<file path="config.mk">
export PLATFORM = sky130hd
export DESIGN_NAME = pwm_channel_fader_flat
export DESIGN_NICKNAME = d
export VERILOG_FILES = /design/src/rtl/pwm_channel_fader_if.sv /design/src/rtl/pwm_channel_fader.sv /design/src/flat_wrapper.sv
export SDC_FILE = /design/constraint.sdc
export NUM_CORES = 1
export LEC_CHECK = 0
export ABC_AREA = 1
export CORE_ASPECT_RATIO = 0.9
export CORE_UTILIZATION = 50
export DETAILED_ROUTE_END_ITERATION = 16
export PLACE_DENSITY = 0.66
export SYNTH_ARGS = -nofsm -noshare
export SYNTH_HDL_FRONTEND = slang
export SYNTH_SLANG_ARGS = --single-unit
</file>
<file path="constraint.sdc">
create_clock -name clk_in -period 6.91 [get_ports clk_in]
set_input_delay 0.691 -clock clk_in [delete_from_list [all_inputs] [get_ports clk_in]]
set_output_delay 0.691 -clock clk_in [all_outputs]
set_load 0.05 [all_outputs]
</file>
<file path="src/rtl/pwm_channel_fader_if.sv">
// rtl/pwm_channel_fader_if.sv - configuration write port and PWM outputs of pwm_channel_fader
interface pwm_channel_fader_if #(
  parameter int NUM_CH        = 3,
  parameter int COUNTER_WIDTH = 8
);
  localparam int CH_W = (NUM_CH > 1) ? $clog2(NUM_CH) : 1;

  logic                     cfg_wr;
  logic [CH_W-1:0]          cfg_ch;
  logic [1:0]               cfg_mode;
  logic [COUNTER_WIDTH-1:0] cfg_duty;
  logic [NUM_CH-1:0]        pwm_out;
  logic                     period_start;

  modport master (
    output cfg_wr, cfg_ch, cfg_mode, cfg_duty,
    input  pwm_out, period_start
  );

  modport slave (
    input  cfg_wr, cfg_ch, cfg_mode, cfg_duty,
    output pwm_out, period_start
  );
endinterface

</file>
<file path="src/rtl/pwm_channel_fader.sv">
// rtl/pwm_channel_fader.sv - multi-channel PWM driver with off/static/breathe modes
module pwm_channel_fader #(
  parameter int NUM_CH        = 3,
  parameter int COUNTER_WIDTH = 8,
  parameter int MAX_COUNT     = 255,
  parameter int FADE_DIV      = 4,
  parameter int FADE_STEP     = 1,
  parameter bit ACTIVE_LOW    = 1'b1
) (
  input logic               clk_in,
  input logic               rst_n_in,
  pwm_channel_fader_if.slave cfg
);
  localparam int CW   = COUNTER_WIDTH;
  localparam int CH_W = (NUM_CH > 1) ? $clog2(NUM_CH) : 1;
  localparam int DW   = (FADE_DIV > 1) ? $clog2(FADE_DIV) : 1;

  localparam logic [DW-1:0] DIV_LAST     = DW'(FADE_DIV - 1);
  localparam logic [CW-1:0] CNT_LAST     = CW'(MAX_COUNT);
  localparam logic [CW:0]   STEP_EXT     = (CW + 1)'(FADE_STEP);
  localparam logic [CW-1:0] STEP_LO      = CW'(FADE_STEP);
  localparam logic [1:0]    MODE_STATIC  = 2'd1;
  localparam logic [1:0]    MODE_BREATHE = 2'd2;

  logic [CW-1:0] cnt;
  logic [DW-1:0] divCnt;
  logic          periodStart;
  logic [NUM_CH-1:0] pwmReg;

  logic [1:0]    modeS [NUM_CH];
  logic [CW-1:0] dutyS [NUM_CH];
  logic [1:0]    modeW [NUM_CH];
  logic [CW-1:0] dutyW [NUM_CH];
  logic [CW-1:0] fade  [NUM_CH];
  logic [NUM_CH-1:0] dir;

  logic [1:0]    modeNext  [NUM_CH];
  logic [CW-1:0] dutyNext  [NUM_CH];
  logic [CW-1:0] fadeNext  [NUM_CH];
  logic [CW-1:0] lvl       [NUM_CH];
  logic [CW-1:0] clampFade [NUM_CH];
  logic [CW:0]   upSum     [NUM_CH];
  logic [NUM_CH-1:0] clampDir;
  logic [NUM_CH-1:0] dirNext;
  logic [NUM_CH-1:0] wrHit;
  logic [NUM_CH-1:0] chOn;

  logic cntEnd;
  logic fadeStep;

  assign cntEnd   = (cnt == CNT_LAST);
  assign fadeStep = cntEnd && (divCnt == DIV_LAST);

  assign cfg.pwm_out      = pwmReg;
  assign cfg.period_start = periodStart;

  always_comb begin
    for (int i = 0; i < NUM_CH; i++) begin
      // Out-of-range channel numbers simply match no channel.
      wrHit[i]    = cfg.cfg_wr && (cfg.cfg_ch == CH_W'(i));
      // A write landing on the terminal count bypasses the shadow so it is not lost.
      modeNext[i] = wrHit[i] ? cfg.cfg_mode : modeS[i];
      dutyNext[i] = wrHit[i] ? cfg.cfg_duty : dutyS[i];

      case (modeW[i])
        MODE_STATIC:  lvl[i] = dutyW[i];
        MODE_BREATHE: lvl[i] = fade[i];
        default:      lvl[i] = '0;
      endcase
      chOn[i] = (lvl[i] > cnt);

      clampFade[i] = fade[i];
      clampDir[i]  = dir[i];
      if (fade[i] > dutyNext[i]) begin
        clampFade[i] = dutyNext[i];
        clampDir[i]  = 1'b0;
      end
      upSum[i]    = {1'b0, clampFade[i]} + STEP_EXT;
      fadeNext[i] = clampFade[i];
      dirNext[i]  = clampDir[i];
      if (fadeStep) begin
        if (clampDir[i]) begin
          if (upSum[i] >= {1'b0, dutyNext[i]}) begin
            fadeNext[i] = dutyNext[i];
            dirNext[i]  = 1'b0;
          end else begin
            fadeNext[i] = upSum[i][CW-1:0];
          end
        end else begin
          if ({1'b0, clampFade[i]} <= STEP_EXT) begin
            fadeNext[i] = '0;
            dirNext[i]  = 1'b1;
          end else begin
            fadeNext[i] = clampFade[i] - STEP_LO;
          end
        end
      end

      // Entering breathe starts a fresh ramp; leaving it parks the fader at zero.
      if (modeNext[i] != MODE_BREATHE || modeW[i] != MODE_BREATHE) begin
        fadeNext[i] = '0;
        dirNext[i]  = 1'b1;
      end
    end
  end

  always_ff @(posedge clk_in or negedge rst_n_in) begin
    if (!rst_n_in) begin
      cnt         <= '0;
      divCnt      <= '0;
      periodStart <= 1'b0;
      pwmReg      <= {NUM_CH{ACTIVE_LOW}};
      dir         <= '1;
      for (int i = 0; i < NUM_CH; i++) begin
        modeS[i] <= '0;
        dutyS[i] <= '0;
        modeW[i] <= '0;
        dutyW[i] <= '0;
        fade[i]  <= '0;
      end
    end else begin
      cnt         <= cntEnd ? '0 : cnt + 1'b1;
      periodStart <= (cnt == '0);
      pwmReg      <= ACTIVE_LOW ? ~chOn : chOn;
      if (cntEnd) begin
        divCnt <= (divCnt == DIV_LAST) ? '0 : divCnt + 1'b1;
        dir    <= dirNext;
      end
      for (int i = 0; i < NUM_CH; i++) begin
        if (wrHit[i]) begin
          modeS[i] <= cfg.cfg_mode;
          dutyS[i] <= cfg.cfg_duty;
        end
        if (cntEnd) begin
          modeW[i] <= modeNext[i];
          dutyW[i] <= dutyNext[i];
          fade[i]  <= fadeNext[i];
        end
      end
    end
  end
endmodule

</file>
<file path="src/flat_wrapper.sv">
// flat-port wrapper written by rule: the top's interface ports become plain ports
module pwm_channel_fader_flat 
#(
  parameter int NUM_CH        = 3,
  parameter int COUNTER_WIDTH = 8,
  parameter int MAX_COUNT     = 255,
  parameter int FADE_DIV      = 4,
  parameter int FADE_STEP     = 1,
  parameter bit ACTIVE_LOW    = 1'b1
)
  (clk_in, rst_n_in, cfg_cfg_wr, cfg_cfg_ch, cfg_cfg_mode, cfg_cfg_duty, cfg_pwm_out, cfg_period_start);
  pwm_channel_fader_if #(.NUM_CH(NUM_CH), .COUNTER_WIDTH(COUNTER_WIDTH)) cfg_i ();
  input logic clk_in;
  input logic rst_n_in;
  input wire logic [$bits(cfg_i.cfg_wr)-1:0] cfg_cfg_wr;
  input wire logic [$bits(cfg_i.cfg_ch)-1:0] cfg_cfg_ch;
  input wire logic [$bits(cfg_i.cfg_mode)-1:0] cfg_cfg_mode;
  input wire logic [$bits(cfg_i.cfg_duty)-1:0] cfg_cfg_duty;
  output wire logic [$bits(cfg_i.pwm_out)-1:0] cfg_pwm_out;
  output wire logic [$bits(cfg_i.period_start)-1:0] cfg_period_start;
  assign cfg_i.cfg_wr = cfg_cfg_wr;
  assign cfg_i.cfg_ch = cfg_cfg_ch;
  assign cfg_i.cfg_mode = cfg_cfg_mode;
  assign cfg_i.cfg_duty = cfg_cfg_duty;
  assign cfg_pwm_out = cfg_i.pwm_out;
  assign cfg_period_start = cfg_i.period_start;
  pwm_channel_fader #(.NUM_CH(NUM_CH), .COUNTER_WIDTH(COUNTER_WIDTH), .MAX_COUNT(MAX_COUNT), .FADE_DIV(FADE_DIV), .FADE_STEP(FADE_STEP), .ACTIVE_LOW(ACTIVE_LOW)) u_core (.clk_in(clk_in), .rst_n_in(rst_n_in), .cfg(cfg_i));
endmodule
</file>
==> flow_summary.json, run 1 <==
{
  "timing.fmax_mhz": 166,
  "drv_slew": 0,
  "wirelength_microns": 22500,
  "cts_buffers": 9,
  "clk_latency_ns": 0.35,
  "r2r_cells": 29,
  "place_congestion": 0.926,
  "h-tree-depth": 3,
  "ir_worst_vdd_uv": 123,
  "finalCritPeriodShare_pct": 87.0,
  "synth_area_leaders": "dfrtp_1, nand2_1, ha_1",
  "crit_top_cell": "nand2_1",
  "cts.clk_slew.worst_paths_ns": 0.07,
  "critPathRequiredTime_ns": 7.16,
  "dieWidth_microns": 138,
  "cts.sinks": 101,
  "grt_max_degree": 58,
  "syn_nets": 1323,
  "grt_use_total_pct": 27.4,
  "coreArea_sq_um": 16200,
  "startpoint_type": "input port",
  "critPathTopFamily": "simple AND/OR/NAND/NOR gates",
  "stdcell_count": 1454,
  "critPathBufInv": 5,
  "drt_iter0_markers": 588,
  "setup_tns_ns": 0,
  "cp.arrival_ns": 6.26,
  "grt_pass1_wl_microns": 37800,
  "worst_setup_path_end_kind": "flop",
  "p_leak_nw": 4.76,
  "synth_top_area_share_pct": 28.4,
  "postLayoutCoreUtil_pct": 56.2,
  "hpwl_microns": 16900,
  "rrSetupSlack_ns": 2.19,
  "antenna_found_initial": 0,
  "powerDensity_nw_per_um2": 251,
  "critical_path.max_stage_delay_ns": 0.63,
  "synth_seq_cells": 101,
  "diodes": 0,
  "synth_top_cell_by_area": "dfrtp_1",
  "avgSynthCellArea_sq_um": 6.82,
  "cts_tree": "done",
  "numPlacedInstances": 1438,
  "maxCapViolations": 0,
  "area_growth_pct": 9.08,
  "drcViolationCount": 4,
  "vias": 7868,
  "clock-root-buffer": "clkbuf_16",
  "rsz0062_at_grt": "no",
  "syn_inst": 1227,
  "drive_above_1_share_pct": 8.02,
  "setup_ws_ns": 0.897,
  "r2r-end": "u_core.fade[20]",
  "yosys_most_used_dff": "dfrtp_1",
  "ys_seq_area_share_pct": 30.3,
  "clock_skew_ns": 0.00733,
  "setup_viol": 0,
  "nNetsFinal": 1338,
  "port_buffers": 18,
  "hold_violations": 0,
  "cpMaxStageDelayCell": "clkdlybuf4s50_1",
  "relSlewSlack_pct": 31.9,
  "overflow": 0,
  "post-place-ws_ns": 0.621,
  "ys_types": 45,
  "outcome": "complete, but fails checks",
  "cts_max_path_buffers": 2,
  "routed_via_density": 5.41,
  "cts_resized": 0,
  "cts_hold_buf": 0,
  "failed_checks": "design-rule violations",
  "first_pass_iters": 11,
  "rows": 44,
  "async_reset_ff_share_pct": 100,
  "yosys_warnings": 0,
  "wire_per_inst_microns": 15.5,
  "worstMarginPinSlew_ns": 1.01,
  "syn_area_sq_um": 8360,
  "grt_pass1_vias": 7287,
  "ioPinCount": 19,
  "crit_path_max_fanout": 20,
  "power_mw": 2.29,
  "die_h_microns": 125,
  "criticalPathCategory": "in -> reg",
  "hold_path.class": "in -> async",
  "detail-route-antenna-nets": 0,
  "initial_core_util_pct": 51.5,
  "synth_enable_flop_cells": 0,
  "post_cts_buffers": 0,
  "worstReg2RegStart": "u_core.dutyS[21]",
  "die-area_sq_um": 17300,
  "period_minus_slack_ns": 6.01
}
[metrics by stage]
step	hold WS (ns)	instance area [sq um]
after global routing	0.394	9120
after detailed placement	0.449	8790
after CTS	0.364	9120
final	0.347	9120
after global placement	0.455	8790
after floorplan	0.395	8360
[synth_stat cells (2+ instances only)]
cell / n
nand2_1: 380
inv_1: 177
o21ai_0: 100
dfrtp_1: 95
ha_1: 81
nand3_1: 75
a21oi_1: 58
nor2_1: 54
clkbuf_1: 27
nand4_1: 21
o21ai_1: 20
nand2_2: 15
xor2_1: 15
a31oi_1: 10
inv_2: 10
o21ai_2: 9
nor3_1: 7
dfstp_2: 6
nand3_2: 6
nor4_1: 6
buf_6: 5
o21a_1: 5
nand2_4: 4
a211oi_1: 3
a21o_1: 3
clkinv_1: 3
nor2_4: 3
o211ai_1: 3
o21bai_1: 3
o221ai_1: 3
buf_4: 2
nand3b_1: 2
o21ai_4: 2
o31ai_1: 2
xnor2_1: 2
[layer usage]
| layer | GRT usage [%] | wire (microns) | part of all wire [%] | vias to the layer above |
|---|---|---|---|---|
| met5 | 0 | 0 | 0 | - |
| li1 | - | - | - | 4002 |
| met3 | 3.92 | 1180 | 5.2 | 25 |
| met1 | 39.1 | 11000 | 49 | 3640 |
| met2 | 43.4 | 9920 | 44 | 201 |
| met4 | 7.14 | 423 | 1.9 | 0 |
[where the power goes]
group / internal [mW] / leakage (nW) / switching [mW]
Clock: 0.348 / 0.162 / 0.229
Combinational: 0.354 / 3.57 / 0.732
Sequential: 0.619 / 1.03 / 0.00847
[sequential cells by signal, indices dropped and copies added, names as in the netlist]
register	count
u_core.dutyS	24
u_core.dutyW	24
u_core.fade	24
u_core.cnt	8
u_core.modeS	6
u_core.modeW	6
u_core.cfg.pwm_out	3
u_core.dir	3
u_core.divCnt	2
u_core.cfg.period_start	1
[kinds of logic (layout without fill, tap and decap cells)]
family,count (synthesis),count (layout),synth area share [%]
and+or+nand+nor,578,578,29.9
AOI/OAI and AO/OA,225,225,15.2
buffers and inverters,225,245,10.7
DFF,101,101,30.3
adders and majority gates,81,81,12.1
xor gates and xnor gates,17,17,1.78
[worst max-delay path by stage]
stage                        startpoint              end  slack [ns]  cells past startpoint
after detailed placement     cfg_cfg_wr  u_core.fade[20]        0.62                     30
after global routing         cfg_cfg_wr  u_core.fade[23]        0.22                     30
final                        cfg_cfg_wr  u_core.fade[20]        0.90                     30
after CTS                    cfg_cfg_wr  u_core.fade[20]        0.97                     30
after global placement       cfg_cfg_wr  u_core.fade[20]        0.70                     30
after floorplan           cfg_cfg_ch[0]  u_core.fade[19]        1.92                     33
[final cells by class]
type / count / area (sq um)
clock inverters: 3 / 67.6
repair buffers: 39 / 335
multi-input cells: 901 / 4940
clock buffers: 13 / 270
well taps: 207 / 259
flip-flops and latches: 101 / 2530
fillers: 1598 / 7120
inverters: 190 / 713
[cell usage in the layout, fill, tap and decap left out, types with 7 or more instances in the layout]
cell,netlist,layout
buf_4,2,22
inv_2,10,11
nor3_1,7,7
xor2_1,15,15
clkbuf_16,0,9
a31oi_1,10,10
o21ai_1,20,20
nand3_1,75,75
dfrtp_1,95,95
nor2_1,54,52
nand2_1,380,380
nand2_2,15,15
o21ai_2,9,9
ha_1,81,81
a21oi_1,58,58
nand4_1,21,21
clkdlybuf4s50_1,0,17
inv_1,177,176
o21ai_0,100,100
No activity file was read; power rests on OpenSTA's default activity.
==> inputs of run 2 (changes only) <==
--- a/config.mk
+++ b/config.mk
@@ -10,4 +10,5 @@
 export CORE_UTILIZATION = 50
+export CTS_CLUSTER_DIAMETER = 30
 export DETAILED_ROUTE_END_ITERATION = 16
-export PLACE_DENSITY = 0.66
+export PLACE_DENSITY = 0.78
 export SYNTH_ARGS = -nofsm -noshare
--- a/constraint.sdc
+++ b/constraint.sdc
@@ -3,2 +3,2 @@
 set_output_delay 0.691 -clock clk_in [all_outputs]
-set_load 0.05 [all_outputs]
+set_load 0.1 [all_outputs]
==> run 2 against run 1 <==
The run still ends with design-rule violations left. Global-route usage shrank 1.3 points. Routed wire length shrank 2.4%. Largest cell class unchanged. Hold slack gained 0.044 ns. Clock skew grew 0.00065 ns. Die area is the same. Via count grew 1.6%. Maximum frequency grew 3.4%. Setup slack gained 0.20 ns. Flip-flop and latch count is the same. Core utilization grew 0.085 points.
==> flow_summary.json, run 2 (synthesis results as in run 1) <==
{
  "cp.arrival_ns": 6.07,
  "p_leak_nw": 4.77,
  "final_common_cell": "nand2_1",
  "numPlacedInstances": 1439,
  "clock_skew_ns": 0.00798,
  "final_cell_mix": "nand2_1, inv_1, o21ai_0",
  "rows": 44,
  "grt_use_total_pct": 26.2,
  "failed_checks": "design-rule violations",
  "cts_max_path_buffers": 2,
  "wire_per_inst_microns": 15.1,
  "h-tree-depth": 3,
  "first_pass_iters": 11,
  "ioPinCount": 19,
  "die-area_sq_um": 17300,
  "postLayoutCoreUtil_pct": 56.3,
  "holdWs_ns": 0.391,
  "detail-route-antenna-nets": 0,
  "wirelength_microns": 22000,
  "grt_pass1_wl_microns": 36400,
  "outcome": "complete, but fails checks",
  "drive_above_1_share_pct": 8.17,
  "vias": 7996,
  "cts_resized": 0,
  "dieWidth_microns": 138,
  "post_cts_buffers": 0,
  "diodes": 0,
  "wl_met2_microns": 9780,
  "timing.fmax_mhz": 172,
  "worst_setup_path_end_kind": "flop",
  "stdcell_count": 1455,
  "criticalPathCategory": "in -> reg",
  "hold_path.class": "in -> async",
  "cts.sinks": 101,
  "drcViolationCount": 4,
  "grt_pass1_vias": 7371,
  "finalCritPeriodShare_pct": 84.1,
  "coreArea_sq_um": 16200,
  "relSlewSlack_pct": 27.7,
  "clock-root-buffer": "clkbuf_16",
  "die_h_microns": 125,
  "drt_iter0_markers": 758,
  "hpwl_microns": 16600,
  "fillers": 1517,
  "cts_hold_buf": 0,
  "drv_slew": 0,
  "overflow": 0,
  "maxCapViolations": 0,
  "antenna_found_initial": 0,
  "cts_tree": "done",
  "grt_max_degree": 59,
  "critPathRequiredTime_ns": 7.16,
  "power_mw": 2.30,
  "startpoint_type": "input port",
  "period_minus_slack_ns": 5.81,
  "reg.largest.list": "u_core.dutyS: 24 flops, u_core.dutyW: 24 flops, u_core.fade: 24 flops",
  "highest_layer": "met4",
  "area_growth_pct": 9.24,
  "worstMarginPinSlew_ns": 1.08,
  "clk_latency_ns": 0.36,
  "cts.clk_slew.worst_paths_ns": 0.07,
  "drt-met1-wl_microns": 10500,
  "powerDensity_nw_per_um2": 252,
  "crit_path_max_fanout": 22,
  "ir_worst_vdd_uv": 124,
  "port_buffers": 18,
  "routed_via_density": 5.50,
  "cts_buffers": 9,
  "wl_met3_microns": 1280,
  "setup_viol": 0,
  "rsz0062_at_grt": "no",
  "setup_tns_ns": 0,
  "place_congestion": 0.964,
  "hold_violations": 0,
  "initial_core_util_pct": 51.5,
  "nNetsFinal": 1339
}
[run 2: path summary, 6_finish.rpt]
path | start | endpoint | slack, ns | cells past startpoint
setup / recovery | cfg_cfg_wr | u_core.fade[8] | 1.10 | 28
hold / removal | rst_n_in | u_core.fade[18] | 0.39 | 1
setup reg to reg | u_core.dutyS[5] | u_core.fade[3] | 2.23 | 31
hold reg to reg | u_core.dutyW[16] | u_core.dutyW[16] | 0.47 | 2
max in group asynchronous | rst_n_in | u_core.dir[2] | 5.44 | 2
min in group clk_in | u_core.dutyW[16] | u_core.dutyW[16] | 0.47 | 2
[run 2: critical path, cell delays in order]
cell and delay, ns:
clkdlybuf4s50_1 0.63, nand3_2 0.36, o21ai_0 0.36, inv_1 0.16
ha_1 0.34, nand2_1 0.06, nor2_1 0.14, nand3_1 0.10
a211o_1 0.28, nand2_2 0.23, inv_1 0.11, o21ai_1 0.36
ha_1 0.26, nand3_1 0.13, nor2_1 0.21, nand4_1 0.14
nand2_1 0.13, inv_1 0.05, ha_1 0.28, a21o_1 0.16
a21oi_1 0.13, nand2_1 0.10, nor2_4 0.20, nand2_4 0.13
nand3_1 0.10, nand3_1 0.08, nand2_1 0.07, nand2_1 0.04
[run 2: layout make-up]
type / instances / area (sq um) / share of cell area, %
Clock buffer: 12 / 267 / 2.92
Clock inverter: 4 / 77.6 / 0.849
Inverter: 190 / 713 / 7.81
Multi-Input combinational cell: 901 / 4940 / 54.1
Sequential cell: 101 / 2530 / 27.7
Tap cell: 207 / 259 / 2.83
Timing Repair Buffer: 40 / 343 / 3.75
[run 2: report_power, final]
| group | leakage [nW] | total (mW) | internal [mW] | switching, mW |
|---|---|---|---|---|
| combinational | 3.57 | 1.09 | 0.354 | 0.737 |
| clock | 0.169 | 0.579 | 0.349 | 0.230 |
| sequential | 1.03 | 0.628 | 0.619 | 0.00882 |
| total | 4.77 | 2.30 | 1.32 | 0.976 |
[run 2: per-layer routing]
metal / GRT usage, % / up-vias
li1: - / 4000
met1: 36.4 / 3728
met2: 41.7 / 242
met3: 4.15 / 26
met4: 7.87 / 0
met5: 0 / -
[run 2: through the flow]
step	setup WS (ns)	cell area [sq um]
after CTS	1.15	9140
after global placement	0.969	8790
after floorplan	1.92	8360
after global routing	0.491	9140
after detailed placement	0.785	8790
final	1.10	9140
==> inputs of run 3 (changes only) <==
- clock period: 6.91 -> 5.77 ns (I/O delays scaled with it)
==> run 3 against run 2 <==
Combinational power increased by 23%. The flow still finishes with violations (design-rule violations). Clock skew about the same. Total power increased by 17%. Hold slack got worse by 0.15 ns. Clock power increased by 4.8%. Sequential share of layout area decreased by 0.16 points. Cell area increased by 0.58%. Flip-flop and latch count unchanged. Setup slack got worse by 0.49 ns. Clock-buffer cell count unchanged. Critical path depth increased by 3.
==> flow_summary.json, run 3 (synthesis results as in run 1) <==
{
  "port_buffers": 18,
  "cts_hold_buf": 0,
  "stdcell_area_sq_um": 9190,
  "post_cts_buffers": 0,
  "critPathBufInv": 6,
  "drive_above_1_share_pct": 8.96,
  "startpoint_type": "input port",
  "rsz0062_at_grt": "no",
  "hold_violations": 0,
  "cp.arrival_ns": 5.45,
  "critical_path.max_stage_delay_ns": 0.63,
  "cts.sinks": 101,
  "worst_setup_path_end_kind": "flop",
  "wire_per_inst_microns": 14.8,
  "die_h_microns": 125,
  "coreArea_sq_um": 16200,
  "grt_pass1_vias": 7400,
  "grt_use_total_pct": 26.3,
  "crit_top_cell": "nand2_1",
  "worstReg2RegStart": "u_core.dutyS[5]",
  "ir_worst_vdd_uv": 142,
  "postLayoutCoreUtil_pct": 56.6,
  "setup_tns_ns": 0,
  "clk_latency_ns": 0.35,
  "numPlacedInstances": 1452,
  "cts_resized": 0,
  "critPathTopFamily": "simple AND/OR/NAND/NOR gates",
  "diodes": 0,
  "cts_tree": "done",
  "antenna_found_initial": 0,
  "grt_pass1_wl_microns": 36700,
  "timing.fmax_mhz": 194,
  "reg.largest.list": "u_core.dutyS: 24 flops, u_core.dutyW: 24 flops, u_core.fade: 24 flops",
  "worstMarginPinSlew_ns": 1.09,
  "critPathRequiredTime_ns": 6.05,
  "failed_checks": "design-rule violations",
  "hold_path.class": "in -> async",
  "clock_skew_ns": 0.00801,
  "place_area_sq_um": 8890,
  "cts_buffers": 9,
  "power_mw": 2.70,
  "period_minus_slack_ns": 5.16,
  "clock-root-buffer": "clkbuf_16",
  "r2r-end": "u_core.fade[7]",
  "die-area_sq_um": 17300,
  "p_leak_nw": 4.81,
  "routed_via_density": 5.50,
  "crit_path_max_fanout": 15,
  "holdWs_ns": 0.244,
  "rows": 44,
  "drcViolationCount": 4,
  "setup_viol": 0,
  "nNetsFinal": 1352,
  "hpwl_microns": 16800,
  "area_growth_pct": 9.87,
  "finalCritPeriodShare_pct": 89.5,
  "final_cell_mix": "nand2_1, inv_1, o21ai_0",
  "h-tree-depth": 3,
  "maxCapViolations": 0,
  "place_congestion": 0.988,
  "powerDensity_nw_per_um2": 293,
  "setup_ws_ns": 0.606,
  "relSlewSlack_pct": 26.9,
  "grt_max_degree": 74,
  "ioPinCount": 19,
  "wirelength_microns": 21700,
  "first_pass_iters": 11,
  "cpMaxStageDelayCell": "clkdlybuf4s50_1",
  "initial_core_util_pct": 51.5,
  "drv_slew": 0,
  "criticalPathCategory": "in -> reg",
  "overflow": 0,
  "rrSetupSlack_ns": 1.45,
  "final_common_cell": "nand2_1",
  "stdcell_count": 1468,
  "dieWidth_microns": 138,
  "cts.clk_slew.worst_paths_ns": 0.07,
  "detail-route-antenna-nets": 0,
  "post-place-ws_ns": 0.129,
  "vias": 8074,
  "r2r_cells": 28,
  "drt_iter0_markers": 755,
  "cts_max_path_buffers": 2,
  "outcome": "complete, but fails checks"
}
## run 3: cell count changes in the layout (fill, tap and decap cells not counted), moves of 2 or more
| cell | delta |
|---|---|
| buf_4 | +13 |
| clkbuf_1 | +2 |
| clkbuf_8 | -2 |
| clkinv_2 | +2 |
## run 3: power by group
group | switching, mW | internal (mW)
registers | 0.0107 | 0.742
logic | 0.883 | 0.452
clock network | 0.260 | 0.347
## run 3: metal layers
metal	global-route usage (%)	vias up	share of wire (%)
li1	-	4030	-
met1	37.0	3781	47
met2	41.6	236	45
met3	4.61	27	6.5
met4	7.14	0	1.5
met5	0	-	0
## run 3: worst max-delay path by stage
| stage | end | slack [ns] | depth (start not counted) | startpoint |
|---|---|---|---|---|
| 6_report | u_core.fade[12] | 0.61 | 31 | cfg_cfg_wr |
| 5_1_grt | u_core.fade[10] | 0.07 | 31 | cfg_cfg_wr |
| 4_1_cts | u_core.fade[12] | 0.47 | 31 | cfg_cfg_wr |
| 3_5_place_dp | u_core.fade[8] | 0.13 | 30 | cfg_cfg_wr |
| 3_3_place_gp | u_core.fade[8] | 0.22 | 30 | cfg_cfg_wr |
| 2_1_floorplan | u_core.fade[19] | 0.90 | 33 | cfg_cfg_ch[0] |
## run 3: final cells by class
class,count,area [sq um]
clock buffer,12,246
clock inverter,4,47.5
fill,1524,7050
inverter,190,713
multi-input combinational,901,4950
sequential,101,2530
tap,207,259
timing repair buffer,53,440
## run 3: worst reg2reg max path: cells and delay by family, from the launching register on
family                     cells  cell delay [ns]
adders and majority gates      3             0.79
buffers and inverters          3             0.21
AOI/OAI and AO/OA              5             0.86
xor gates and xnor gates       1             0.20
DFF                            1             0.32
and+or+nand+nor               16             1.83
